==> src/rtl/csr_irq_unit_pkg.sv <==
// Shared definitions for csr_irq_unit: CSR addresses, mstatus bit positions,
// interrupt cause base and the WFI FSM state type.
package csr_irq_unit_pkg;

  localparam logic [11:0] CSR_MSTATUS   = 12'h300;
  localparam logic [11:0] CSR_MIE       = 12'h304;
  localparam logic [11:0] CSR_MTVEC     = 12'h305;
  localparam logic [11:0] CSR_MEPC      = 12'h341;
  localparam logic [11:0] CSR_MCAUSE    = 12'h342;
  localparam logic [11:0] CSR_MIP       = 12'h344;
  localparam logic [11:0] CSR_MCYCLE    = 12'hB00;
  localparam logic [11:0] CSR_MINSTRET  = 12'hB02;
  localparam logic [11:0] CSR_MCYCLEH   = 12'hB80;
  localparam logic [11:0] CSR_MINSTRETH = 12'hB82;

  localparam int MSTATUS_MIE_BIT  = 3;
  localparam int MSTATUS_MPIE_BIT = 7;
  localparam int MCAUSE_IRQ_BASE  = 16;
  localparam int IRQ_IDX_W        = 4;

  typedef enum logic {
    CSR_RUN,
    CSR_WFI
  } csr_state_e;

endpackage

==> src/rtl/csr_irq_arbiter.sv <==
// Fixed-priority encoder: reports whether any source is pending and the
// lowest pending index.
module csr_irq_arbiter
  import csr_irq_unit_pkg::*;
#(
  parameter int NUM_IRQ = 4
) (
  input  logic [NUM_IRQ-1:0]   pend,
  output logic                 valid,
  output logic [IRQ_IDX_W-1:0] idx
);

  always_comb begin
    valid = |pend;
    idx   = '0;
    // Walk downward so the lowest set bit is the last one written.
    for (int i = NUM_IRQ - 1; i >= 0; i--) begin
      if (pend[i]) idx = IRQ_IDX_W'(i);
    end
  end

endmodule

==> src/rtl/csr_irq_unit.sv <==
// M-mode CSR file with level-sensitive interrupt controller, WFI stall FSM,
// MRET handling and optional perf counters (enabled by CSR_PERF_CNT_EN).
module csr_irq_unit
  import csr_irq_unit_pkg::*;
#(
  parameter int               XLEN      = 32,
  parameter int               NUM_IRQ   = 4,
  parameter logic [XLEN-1:0]  MTVEC_RST = 32'h0001_0000
) (
  input  logic               clk,
  input  logic               rstn,
  input  logic               csr_we,
  input  logic [11:0]        csr_addr,
  input  logic [XLEN-1:0]    csr_wdata,
  output logic [XLEN-1:0]    csr_rdata,
  input  logic               csr_wfi,
  input  logic               csr_mret,
  input  logic               inst_retire,
  input  logic [XLEN-1:0]    curr_pc,
  input  logic [NUM_IRQ-1:0] irq_i,
  output logic               trap_take,
  output logic [XLEN-1:0]    trap_pc,
  output logic [XLEN-1:0]    ret_pc,
  output logic               csr_stall,
  output csr_state_e         fsm_state
);

  csr_state_e           state_q, state_d;
  logic                 mstatus_mie, mstatus_mpie;
  logic [NUM_IRQ-1:0]   mie_irq, mip_irq;
  logic [XLEN-1:0]      mtvec_q, mepc_q, mcause_q;
  logic [NUM_IRQ-1:0]   pend;
  logic                 pend_any;
  logic [IRQ_IDX_W-1:0] irq_idx;
  logic [XLEN-1:0]      trap_cause;
  logic                 csr_wr;

  assign pend = mip_irq & mie_irq;

  csr_irq_arbiter #(.NUM_IRQ(NUM_IRQ)) u_arbiter (
    .pend  (pend),
    .valid (pend_any),
    .idx   (irq_idx)
  );

  assign trap_take = mstatus_mie & pend_any;
  assign trap_pc   = {mtvec_q[XLEN-1:2], 2'b00};
  assign ret_pc    = mepc_q;
  // Traps and MRET both pre-empt a same-cycle CSR write entirely.
  assign csr_wr    = csr_we & ~trap_take & ~csr_mret;

  always_comb begin
    trap_cause         = '0;
    trap_cause[XLEN-1] = 1'b1;
    trap_cause[7:0]    = 8'(MCAUSE_IRQ_BASE) + 8'(irq_idx);
  end

  // WFI FSM: wake on any enabled pending source, regardless of MIE.
  always_ff @(posedge clk) begin
    if (!rstn) state_q <= CSR_RUN;
    else       state_q <= state_d;
  end

  always_comb begin
    state_d   = state_q;
    csr_stall = 1'b0;
    case (state_q)
      CSR_RUN: if (csr_wfi && !pend_any) state_d = CSR_WFI;
      CSR_WFI: begin
        csr_stall = 1'b1;
        if (pend_any) state_d = CSR_RUN;
      end
      default: state_d = CSR_RUN;
    endcase
  end

  assign fsm_state = state_q;

  always_ff @(posedge clk) begin
    if (!rstn) begin
      mstatus_mie  <= 1'b0;
      mstatus_mpie <= 1'b0;
      mie_irq      <= '0;
      mip_irq      <= '0;
      mtvec_q      <= MTVEC_RST;
      mepc_q       <= '0;
      mcause_q     <= '0;
    end else begin
      mip_irq <= irq_i;
      if (trap_take) begin
        mepc_q       <= (state_q == CSR_WFI) ? curr_pc + XLEN'(4) : curr_pc;
        mcause_q     <= trap_cause;
        mstatus_mpie <= mstatus_mie;
        mstatus_mie  <= 1'b0;
      end else if (csr_mret) begin
        mstatus_mie  <= mstatus_mpie;
        mstatus_mpie <= 1'b1;
      end else if (csr_wr) begin
        case (csr_addr)
          CSR_MSTATUS: begin
            mstatus_mie  <= csr_wdata[MSTATUS_MIE_BIT];
            mstatus_mpie <= csr_wdata[MSTATUS_MPIE_BIT];
          end
          CSR_MIE:    mie_irq  <= csr_wdata[MCAUSE_IRQ_BASE +: NUM_IRQ];
          CSR_MTVEC:  mtvec_q  <= csr_wdata;
          CSR_MEPC:   mepc_q   <= csr_wdata;
          CSR_MCAUSE: mcause_q <= csr_wdata;
          default: ;
        endcase
      end
    end
  end

`ifdef CSR_PERF_CNT_EN
  logic [2*XLEN-1:0] mcycle_q, minstret_q;

  // A write to either half replaces it and skips that cycle's increment.
  always_ff @(posedge clk) begin
    if (!rstn) begin
      mcycle_q   <= '0;
      minstret_q <= '0;
    end else begin
      if (csr_wr && csr_addr == CSR_MCYCLE)       mcycle_q[XLEN-1:0]      <= csr_wdata;
      else if (csr_wr && csr_addr == CSR_MCYCLEH) mcycle_q[2*XLEN-1:XLEN] <= csr_wdata;
      else                                        mcycle_q <= mcycle_q + 1'b1;

      if (csr_wr && csr_addr == CSR_MINSTRET)       minstret_q[XLEN-1:0]      <= csr_wdata;
      else if (csr_wr && csr_addr == CSR_MINSTRETH) minstret_q[2*XLEN-1:XLEN] <= csr_wdata;
      else                                          minstret_q <= minstret_q + (2*XLEN)'(inst_retire);
    end
  end
`else
  logic unused_retire;
  assign unused_retire = inst_retire;
`endif

  always_comb begin
    csr_rdata = '0;
    case (csr_addr)
      CSR_MSTATUS: begin
        csr_rdata[MSTATUS_MIE_BIT]  = mstatus_mie;
        csr_rdata[MSTATUS_MPIE_BIT] = mstatus_mpie;
      end
      CSR_MIE:       csr_rdata[MCAUSE_IRQ_BASE +: NUM_IRQ] = mie_irq;
      CSR_MIP:       csr_rdata[MCAUSE_IRQ_BASE +: NUM_IRQ] = mip_irq;
      CSR_MTVEC:     csr_rdata = mtvec_q;
      CSR_MEPC:      csr_rdata = mepc_q;
      CSR_MCAUSE:    csr_rdata = mcause_q;
`ifdef CSR_PERF_CNT_EN
      CSR_MCYCLE:    csr_rdata = mcycle_q[XLEN-1:0];
      CSR_MCYCLEH:   csr_rdata = mcycle_q[2*XLEN-1:XLEN];
      CSR_MINSTRET:  csr_rdata = minstret_q[XLEN-1:0];
      CSR_MINSTRETH: csr_rdata = minstret_q[2*XLEN-1:XLEN];
`endif
      default: ;
    endcase
  end

endmodule

==> config.mk <==
export PLATFORM = sky130hd
export DESIGN_NAME = csr_irq_unit
export DESIGN_NICKNAME = d
export VERILOG_FILES = /design/src/rtl/csr_irq_unit_pkg.sv /design/src/rtl/csr_irq_arbiter.sv /design/src/rtl/csr_irq_unit.sv
export SDC_FILE = /design/constraint.sdc
export NUM_CORES = 1
export LEC_CHECK = 0
export BUFFER_PORTS_ARGS = -buffer_cell sky130_fd_sc_hd__buf_2
export CORE_MARGIN = 4
export CORE_UTILIZATION = 45
export DETAILED_ROUTE_END_ITERATION = 12
export GPL_ROUTABILITY_DRIVEN = 1
export PLACE_DENSITY_LB_ADDON = 0.2
export SLEW_MARGIN = 20
export SYNTH_ARGS = -nofsm -noshare
export SYNTH_HDL_FRONTEND = slang
export SYNTH_SLANG_ARGS = --single-unit
==> constraint.sdc <==
create_clock -name clk -period 3.8 [get_ports clk]
set_input_delay 0.38 -clock clk [delete_from_list [all_inputs] [get_ports clk]]
set_output_delay 0.38 -clock clk [all_outputs]
set_load 0.005 [all_outputs]
==> reports/results.tsv, run 1 <==
metric	value	unit
layout_commonest_cell	nand2_1	
finalCritPeriodShare	78.7	%
clkLatencyLatePin	0.35	ns
arrival	2.61	ns
synth_area	5900	sq um
numCtsBuffers	9	
vias_per_cell	5.48	
rsz0062_at_grt	false	
max_freq	334	MHz
area_growth	18.0	%
critical_path_depth	8	
power.density	321	nW/um^2
antenna_left	0	
cts_tree	done	
grt_max_degree	78	
crit_top_cell	buf_2	
dr_total_vias	5707	
clock_path_buffers	2	
post-cts-setup-buffers	0	
nets	952	
avgSynthCellArea	7.95	sq um
holdPathStages	2	
min_path_type	primary input to register	
ys_warn_count	0	
fin_worst_skew	0.00310	ns
root_buffer	clkbuf_16	
clk_pin_slew	0.06	ns
grt_pass1_vias	5417	
slew_violations	0	
htree_levels	3	
initialDrtViolationCount	380	
synth-seq-cells	107	
use_met1	29.2	%
cpMaxStageDelayCell	nor3_1	
grtUsageTotal	23.5	%
global_route.usage.met3	4.10	%
end_kind	output pin	
start_kind	primary input	
p_leak	3.26	nW
clock_sinks	107	
r2r.worst_path.cells	7	
tightest_slew	0.954	ns
dr.pass1.iters	6	
max-slew-margin-rel	36.3	%
die_w	122	microns
cp_slowest_stage_delay	0.63	ns
multi_input_area	3250	sq um
gr-usage-met2	40.7	%
status	completed	
grt_pass1_wl	27.8	mm
routed_wl	17.9	mm
path_buf_inv	4	
critical_path.top_delay_family	simple AND/OR/NAND/NOR gates	
gr-total-overflow	0	
core-area	12700	sq um
ys_seq_area_share	36.3	%
antenna_found_initial	1	
layout-drive-gt1-share	25.3	%
synth_cells	742	
num-fill-cells	1254	
ctsResizeCount	0	
tns	0	ns
dieArea	15000	sq um
drc	0	
top_usage_layer	met2	
final_cell_mix	nand2_1, buf_2, dfxtp_1	
start_util	46.3	%
crit_path_max_fanout	26	
rows	41	
cp.required	3.42	ns
antennaDiodeCount	0	
die_y	122	microns
setup_viol	0	
boundaryPins	185	
dpl.hpwl	12.6	mm
seqCellArea	2140	sq um
path_cells	buf_2, nand4bb_1, nor3_1, nor3b_4, buf_4, a222oi_1, inv_1, buf_2	
ys_types	54	
timing.final.crit_period	2.99	ns
cts_hold_buf	0	
port_buffers	181	
crit_type	primary input to output pin	
peakVddDrop	0.154	mV
hold_violations	0	
r2r_slack	1.19	ns
whs	0.235	ns
wl_per_cell	17.2	microns
maxCapViolations	0	
globalplace.congestion	0.858	
-- cells by family after synthesis --
| family | after synthesis | share of synthesized area [%] |
|---|---|---|
| AND/OR/NAND/NOR | 337 | 27.0 |
| AO/OA/AOI/OAI | 138 | 16.7 |
| flip-flops | 107 | 36.3 |
| buffers and inverters | 92 | 8.87 |
| multiplexers | 39 | 6.77 |
| XOR/XNOR | 27 | 4.01 |
| adder cells (fa/ha/maj) | 1 | 0.212 |
| other | 1 | 0.0636 |
-- worst reg2reg max path: cells and delay by family (launching register included) --
kind	cells	cell delay, ns
flip-flops	1	0.33
AND/OR/NAND/NOR	2	0.68
AO/OA/AOI/OAI	3	0.95
buffers and inverters	2	0.59
-- registers in the layout, summed over array words and instances, names as in the netlist --
register and count:
mtvec_q 32, mcause_q 32, mie_irq 4, fsm_state 1
mstatus_mie 1, mstatus_mpie 1, ret_pc 32, mip_irq 4
-- cell usage after synthesis, drive strengths merged --
cell type | instances | area share [%]
nor4 | 16 | 2.6
nor2 | 9 | 0.57
conb | 1 | 0.064
a2111oi | 1 | 0.15
a32oi | 1 | 0.15
o22ai | 1 | 0.11
a22oi | 27 | 3.4
nand4b | 2 | 0.30
or4 | 3 | 0.45
or2 | 1 | 0.11
buf | 56 | 6.6
a21oi | 34 | 2.9
mux2 | 7 | 1.3
nand2 | 229 | 15
nand3b | 2 | 0.25
and4 | 3 | 0.47
o31a | 1 | 0.15
ha | 1 | 0.21
nor2b | 6 | 0.64
nor3 | 12 | 1.0
a21boi | 31 | 3.9
inv | 9 | 0.57
xnor2 | 14 | 2.1
and3 | 15 | 1.6
and2 | 5 | 0.53
or4b | 1 | 0.17
mux2i | 32 | 5.4
a22o | 8 | 1.2
a31oi | 1 | 0.11
dfxtp | 107 | 36
clkbuf | 27 | 1.7
nand4 | 6 | 0.89
xor2 | 13 | 1.9
nand2b | 2 | 0.21
nand4bb | 1 | 0.19
nand3 | 16 | 1.4
a222oi | 5 | 0.85
o21ai | 12 | 1.0
or3 | 4 | 0.47
o211a | 16 | 2.7
nor3b | 4 | 0.68
-- layer usage --
metal  vias to the layer above  wire [microns]  share of wire [%]
met5                         -               7              0.039
met4                         2             341                1.9
met3                        25            1120                6.2
met2                       194            8790                 49
met1                      2723            7630                 43
li1                       2763               -                  -
-- final timing paths --
path                 from             to
max           csr_addr[3]  csr_rdata[29]
min              irq_i[0]     mip_irq[0]
max reg2reg    mip_irq[2]    mtvec_q[20]
min reg2reg  mcause_q[23]   mcause_q[23]
-- layout make-up --
| type | instances | area share (%) |
|---|---|---|
| Timing Repair Buffer | 194 | 14.6 |
| Tap cell | 172 | 3.09 |
| Multi-Input combinational cell | 544 | 46.8 |
| Clock buffer | 13 | 3.74 |
| Clock inverter | 2 | 0.504 |
| Inverter | 9 | 0.486 |
| Sequential cell | 107 | 30.8 |
-- metrics by stage --
stage / worst slack (ns) / area, sq um / util, % / total power, W / instances
after global routing: 0.609 / 6950 / 54.7 / 0.00231 / 1041
after CTS: 0.822 / 6950 / 54.7 / 0.00225 / 1041
final: 0.810 / 6950 / 54.7 / 0.00223 / 1041
after global placement: 0.809 / 6660 / 52.3 / 0.00130 / 1026
after detailed placement: 0.704 / 6660 / 52.3 / 0.00131 / 1026
after floorplan: 1.56 / 5900 / - / 0.00122 / 743
-- where the power goes --
part	switching (W)	internal [W]
registers	0.00000632	0.00113
logic	0.0000904	0.0000626
clock network	0.000402	0.000543
total	0.000499	0.00173
(Power assumes the default switching activity.)
==> inputs of run 2 (changes only) <==
Clock period 3.8 ns to 2.85 ns, I/O delays scaled along.
==> run 2 against run 1 <==
  * Sequential power up 34%
  * Via count is 0.35% higher
  * Setup slack worse by 0.33 ns
  * Core utilization up 0.35 points
  * Wire length is 0.67% higher
  * Worst hold slack got worse by 0.094 ns
  * Combinational power up 33%
  * Register-to-register slack got worse by 0.66 ns
  * Sequential share of layout area is 0.20 points lower
  * Largest cell class unchanged
==> reports/results.tsv, run 2 (synthesis results as in run 1) <==
metric	value	unit
hold_violations	0	
rows	41	
fin_worst_skew	0.00393	ns
arrival	2.08	ns
numCtsBuffers	9	
final_cell_mix	nand2_1, buf_2, dfxtp_1	
core-area	12700	sq um
p_leak	3.29	nW
area_growth	18.7	%
r2r-end	ret_pc[30]	
clkLatencyLatePin	0.35	ns
crit_path_max_fanout	29	
port_buffers	181	
timing.final.crit_period	2.37	ns
setup_viol	0	
power.density	425	nW/um^2
end_kind	output pin	
startpoint	mie_irq[2]	
nets	958	
crit_type	register to output pin	
maxCapViolations	0	
antennaDiodeCount	0	
clk_pin_slew	0.07	ns
gr-total-overflow	0	
root_buffer	clkbuf_16	
r2r.worst_path.cells	5	
grtUsageTotal	23.6	%
drc	0	
grt_max_degree	49	
post-cts-setup-buffers	0	
layout_commonest_cell	nand2_1	
die_w	122	microns
dr_total_vias	5727	
grt_pass1_wl	27.8	mm
start_kind	register	
layout-drive-gt1-share	25.8	%
die_y	122	microns
whs	0.141	ns
fin_util	55.0	%
routed_wl	18.0	mm
initialDrtViolationCount	429	
ctsResizeCount	0	
globalplace.congestion	0.830	
min_path_type	primary input to register	
antenna_found_initial	0	
dr.pass1.iters	6	
clock_sinks	107	
cts_hold_buf	0	
status	completed	
reg2reg_from	fsm_state	
r2r_slack	0.53	ns
clock_path_buffers	2	
cp.required	2.57	ns
grt_pass1_vias	5474	
max_freq	423	MHz
peakVddDrop	0.301	mV
finalCritPeriodShare	83.0	%
vias_per_cell	5.47	
boundaryPins	185	
wl_per_cell	17.2	microns
antenna_left	0	
max-slew-margin-rel	33.8	%
slew_violations	0	
tightest_slew	0.992	ns
tns	0	ns
cts_tree	done	
dieArea	15000	sq um
cp-endpoint	trap_take	
dpl.hpwl	12.9	mm
htree_levels	3	
start_util	46.3	%
rsz0062_at_grt	false	
-- run 2: cell count changes in the layout (fill, tap and decap cells not counted) --
cell,before,now
buf_4,12,18
-- run 2: final cells by class --
class | count | area, sq um
multi-input cells | 544 | 3250
well taps | 172 | 215
flip-flops and latches | 107 | 2140
fillers | 1242 | 5720
repair buffers | 200 | 1060
inverters | 9 | 33.8
clock inverters | 2 | 35.0
clock buffers | 13 | 260
-- run 2: critical path, stage by stage, from the launching register on --
cell	delay, ns
dfxtp_1	0.39
a22o_1	0.27
o21ai_4	0.09
inv_1	0.73
buf_2	0.25
-- run 2: through the flow --
step	worst slack, ns	cells	instance area, sq um	total power [W]
CTS	0.478	1047	7000	0.00299
finish	0.484	1047	7000	0.00297
detailed placement	0.445	1032	6700	0.00174
global route	0.362	1047	7000	0.00307
global placement	0.498	1032	6700	0.00174
floorplan	0.754	743	5900	0.00163
-- run 2: where the power goes --
part,switching [W],internal (W)
clock,0.000536,0.000724
sequential,0.00000815,0.00150
combinational,0.000120,0.0000838
-- run 2: worst min-delay path by stage --
stage	start	end	cells past startpoint
6_report	irq_i[0]	mip_irq[0]	2
5_1_grt	irq_i[0]	mip_irq[0]	2
4_1_cts	irq_i[0]	mip_irq[0]	2
3_5_place_dp	mcause_q[10]	mcause_q[10]	2
3_3_place_gp	mcause_q[23]	mcause_q[23]	2
2_1_floorplan	csr_mret	mstatus_mie	1
-- run 2: layer usage --
layer,track usage (%),routed length [microns]
met1,30.1,7730
met2,41.2,8910
met3,3.46,1030
met4,7.28,329
met5,0,0
==> inputs of run 3 (changes only) <==
Settings changed: ABC_AREA set to 1.
Clock period 2.85 ns to 2.28 ns, I/O delays scaled along.
==> run 3 against run 2 <==
  * Critical endpoint unchanged
  * Clock power rose by 25%
  * Setup slack lost 0.33 ns
  * Via count increased by 12%
  * Highest routed layer unchanged
==> reports/results.tsv, run 3 <==
metric	value	unit
maxCapViolations	0	
startpoint	mip_irq[2]	
core-area	13200	sq um
hold_violations	0	
synth_async_sr_flop_share	0	%
die_w	124	microns
num-fill-cells	1373	
clkLatencyLatePin	0.36	ns
clock_power_share	42.0	%
power.density	519	nW/um^2
arrival	1.90	ns
rows	42	
ctsResizeCount	0	
ys_seq_area_share	35.5	%
grt_max_degree	38	
finalCritPeriodShare	93.3	%
antenna_found_initial	0	
tightest_slew	0.727	ns
rsz0062_at_grt	false	
globalplace.congestion	0.916	
synth-seq-cells	107	
wl_met2	8.83	mm
clock_path_buffers	2	
synth-edff-count	0	
boundaryPins	185	
synth_ff_type	dfxtp_1	
crit_path_max_fanout	17	
setup_viol	0	
crit_type	register to output pin	
dieArea	15300	sq um
dr.max_layer_used	met4	
gr-total-overflow	0	
dr.pass1.iters	5	
max-slew-margin-rel	51.5	%
layout_commonest_cell	nand2_1	
p_leak	3.51	nW
post-cts-setup-buffers	0	
vias_per_cell	5.13	
intPower	0.00279	W
min_path_type	primary input to register	
p_switching	0.000939	W
hp-start	irq_i[2]	
grt_pass1_vias	5890	
grtUsageTotal	25.9	%
ys_warn_count	0	
root_buffer	clkbuf_16	
final_cell_mix	nand2_1, buf_2, nor2_1	
layout-drive-gt1-share	23.5	%
cts_tree	done	
initialDrtViolationCount	448	
setup_slack	0.152	ns
nets	1161	
peakVddDrop	0.323	mV
yosysTopAreaCell	dfxtp_1	
synth_area	6030	sq um
synth_commonest_cells	nand2_1, nor2_1, dfxtp_1, inv_1, a21oi_1	
start_kind	register	
avgSynthCellArea	6.47	sq um
reg2reg_from	mip_irq[2]	
dp_slack	0.229	ns
swShare	25.2	%
synth_top_area_share	35.5	%
fin_worst_skew	0.0101	ns
end_kind	output pin	
port_buffers	181	
numCtsBuffers	9	
antenna_left	0	
timing.final.crit_period	2.13	ns
dpl.hpwl	15.3	mm
max_freq	470	MHz
wl_per_cell	15.8	microns
clk_pin_slew	0.08	ns
dr_wl_met3	1.39	mm
met1_length	9.35	mm
clock_sinks	107	
synth_cells	931	
pwr-share-comb	7.6	%
status	completed	
ys_types	41	
slew_violations	0	
dr_total_vias	6436	
drc	0	
synth_area_leaders	dfxtp_1, nand2_1, nor2_1	
htree_levels	3	
routed_wl	19.9	mm
die_y	124	microns
cp.required	2.05	ns
start_util	45.7	%
grt_pass1_wl	30.7	mm
cts_hold_buf	0	
tns	0	ns
antennaDiodeCount	0	
area_growth	19.3	%
seqPwrFrac	50.4	%
yosysMostFrequentCell	nand2_1	
[run 3: path summary, 6_finish.rpt]
check / endpoint / slack [ns] / depth (start not counted)
max: trap_take / 0.15 / 8
min: mip_irq[2] / 0.05 / 3
max reg2reg: mtvec_q[16] / 0.21 / 10
min reg2reg: mcause_q[2] / 0.47 / 2
[run 3: kinds of logic (layout without fill, tap and decap cells)]
logic type	Yosys count	count (layout)	share of synthesized area [%]
buffers and inverters	147	294	12.3
adders and majority gates	1	1	0.208
DFF	107	107	35.5
xor gates and xnor gates	10	10	1.45
AOI/OAI and AO/OA	137	137	12.3
other	1	2	0.0622
and+or+nand+nor	528	528	38.2
[run 3: final cells by class]
type                    instances  area, sq um  share of cell area, %
repair buffers                206         1120                   15.6
clock inverters                 5         40.0                  0.557
well taps                     176          220                   3.06
clock buffers                  11          253                   3.51
inverters                      72          270                   3.76
multi-input cells             678         3150                   43.8
flip-flops and latches        107         2140                   29.8
[run 3: power by group through the flow]
stage | Combinational (W) | Sequential (W) | Clock, W
5_1_grt | 0.000311 | 0.00188 | 0.00165
2_1_floorplan | 0.000128 | 0.00192 | 0
4_1_cts | 0.000280 | 0.00188 | 0.00158
6_report | 0.000282 | 0.00188 | 0.00157
3_3_place_gp | 0.000280 | 0.00193 | 0
3_5_place_dp | 0.000278 | 0.00193 | 0
[run 3: critical path: stages (launching register included)]
cell	delay [ns]
dfxtp_1	0.36
nand2_1	0.08
nand2_1	0.10
inv_2	0.05
nand2_2	0.13
nand2_4	0.17
inv_1	0.31
buf_4	0.21
buf_2	0.11
[run 3: routing by layer]
metal | vias up | GRT usage, %
met5 | - | 0
met1 | 2953 | 36.0
li1 | 3237 | -
met3 | 21 | 5.50
met2 | 225 | 40.7
met4 | 0 | 6.85
[run 3: through the flow]
| step | area [sq um] | hold WS [ns] | utilization [%] | instances | power [W] |
|---|---|---|---|---|---|
| after floorplan | 6030 | 0.326 | - | 932 | 0.00205 |
| after global placement | 6900 | 0.414 | 52.3 | 1239 | 0.00220 |
| after detailed placement | 6900 | 0.419 | 52.3 | 1239 | 0.00220 |
| after CTS | 7190 | 0.0450 | 54.5 | 1255 | 0.00374 |
| after global routing | 7190 | 0.0568 | 54.5 | 1255 | 0.00385 |
| final | 7190 | 0.0491 | 54.5 | 1255 | 0.00373 |
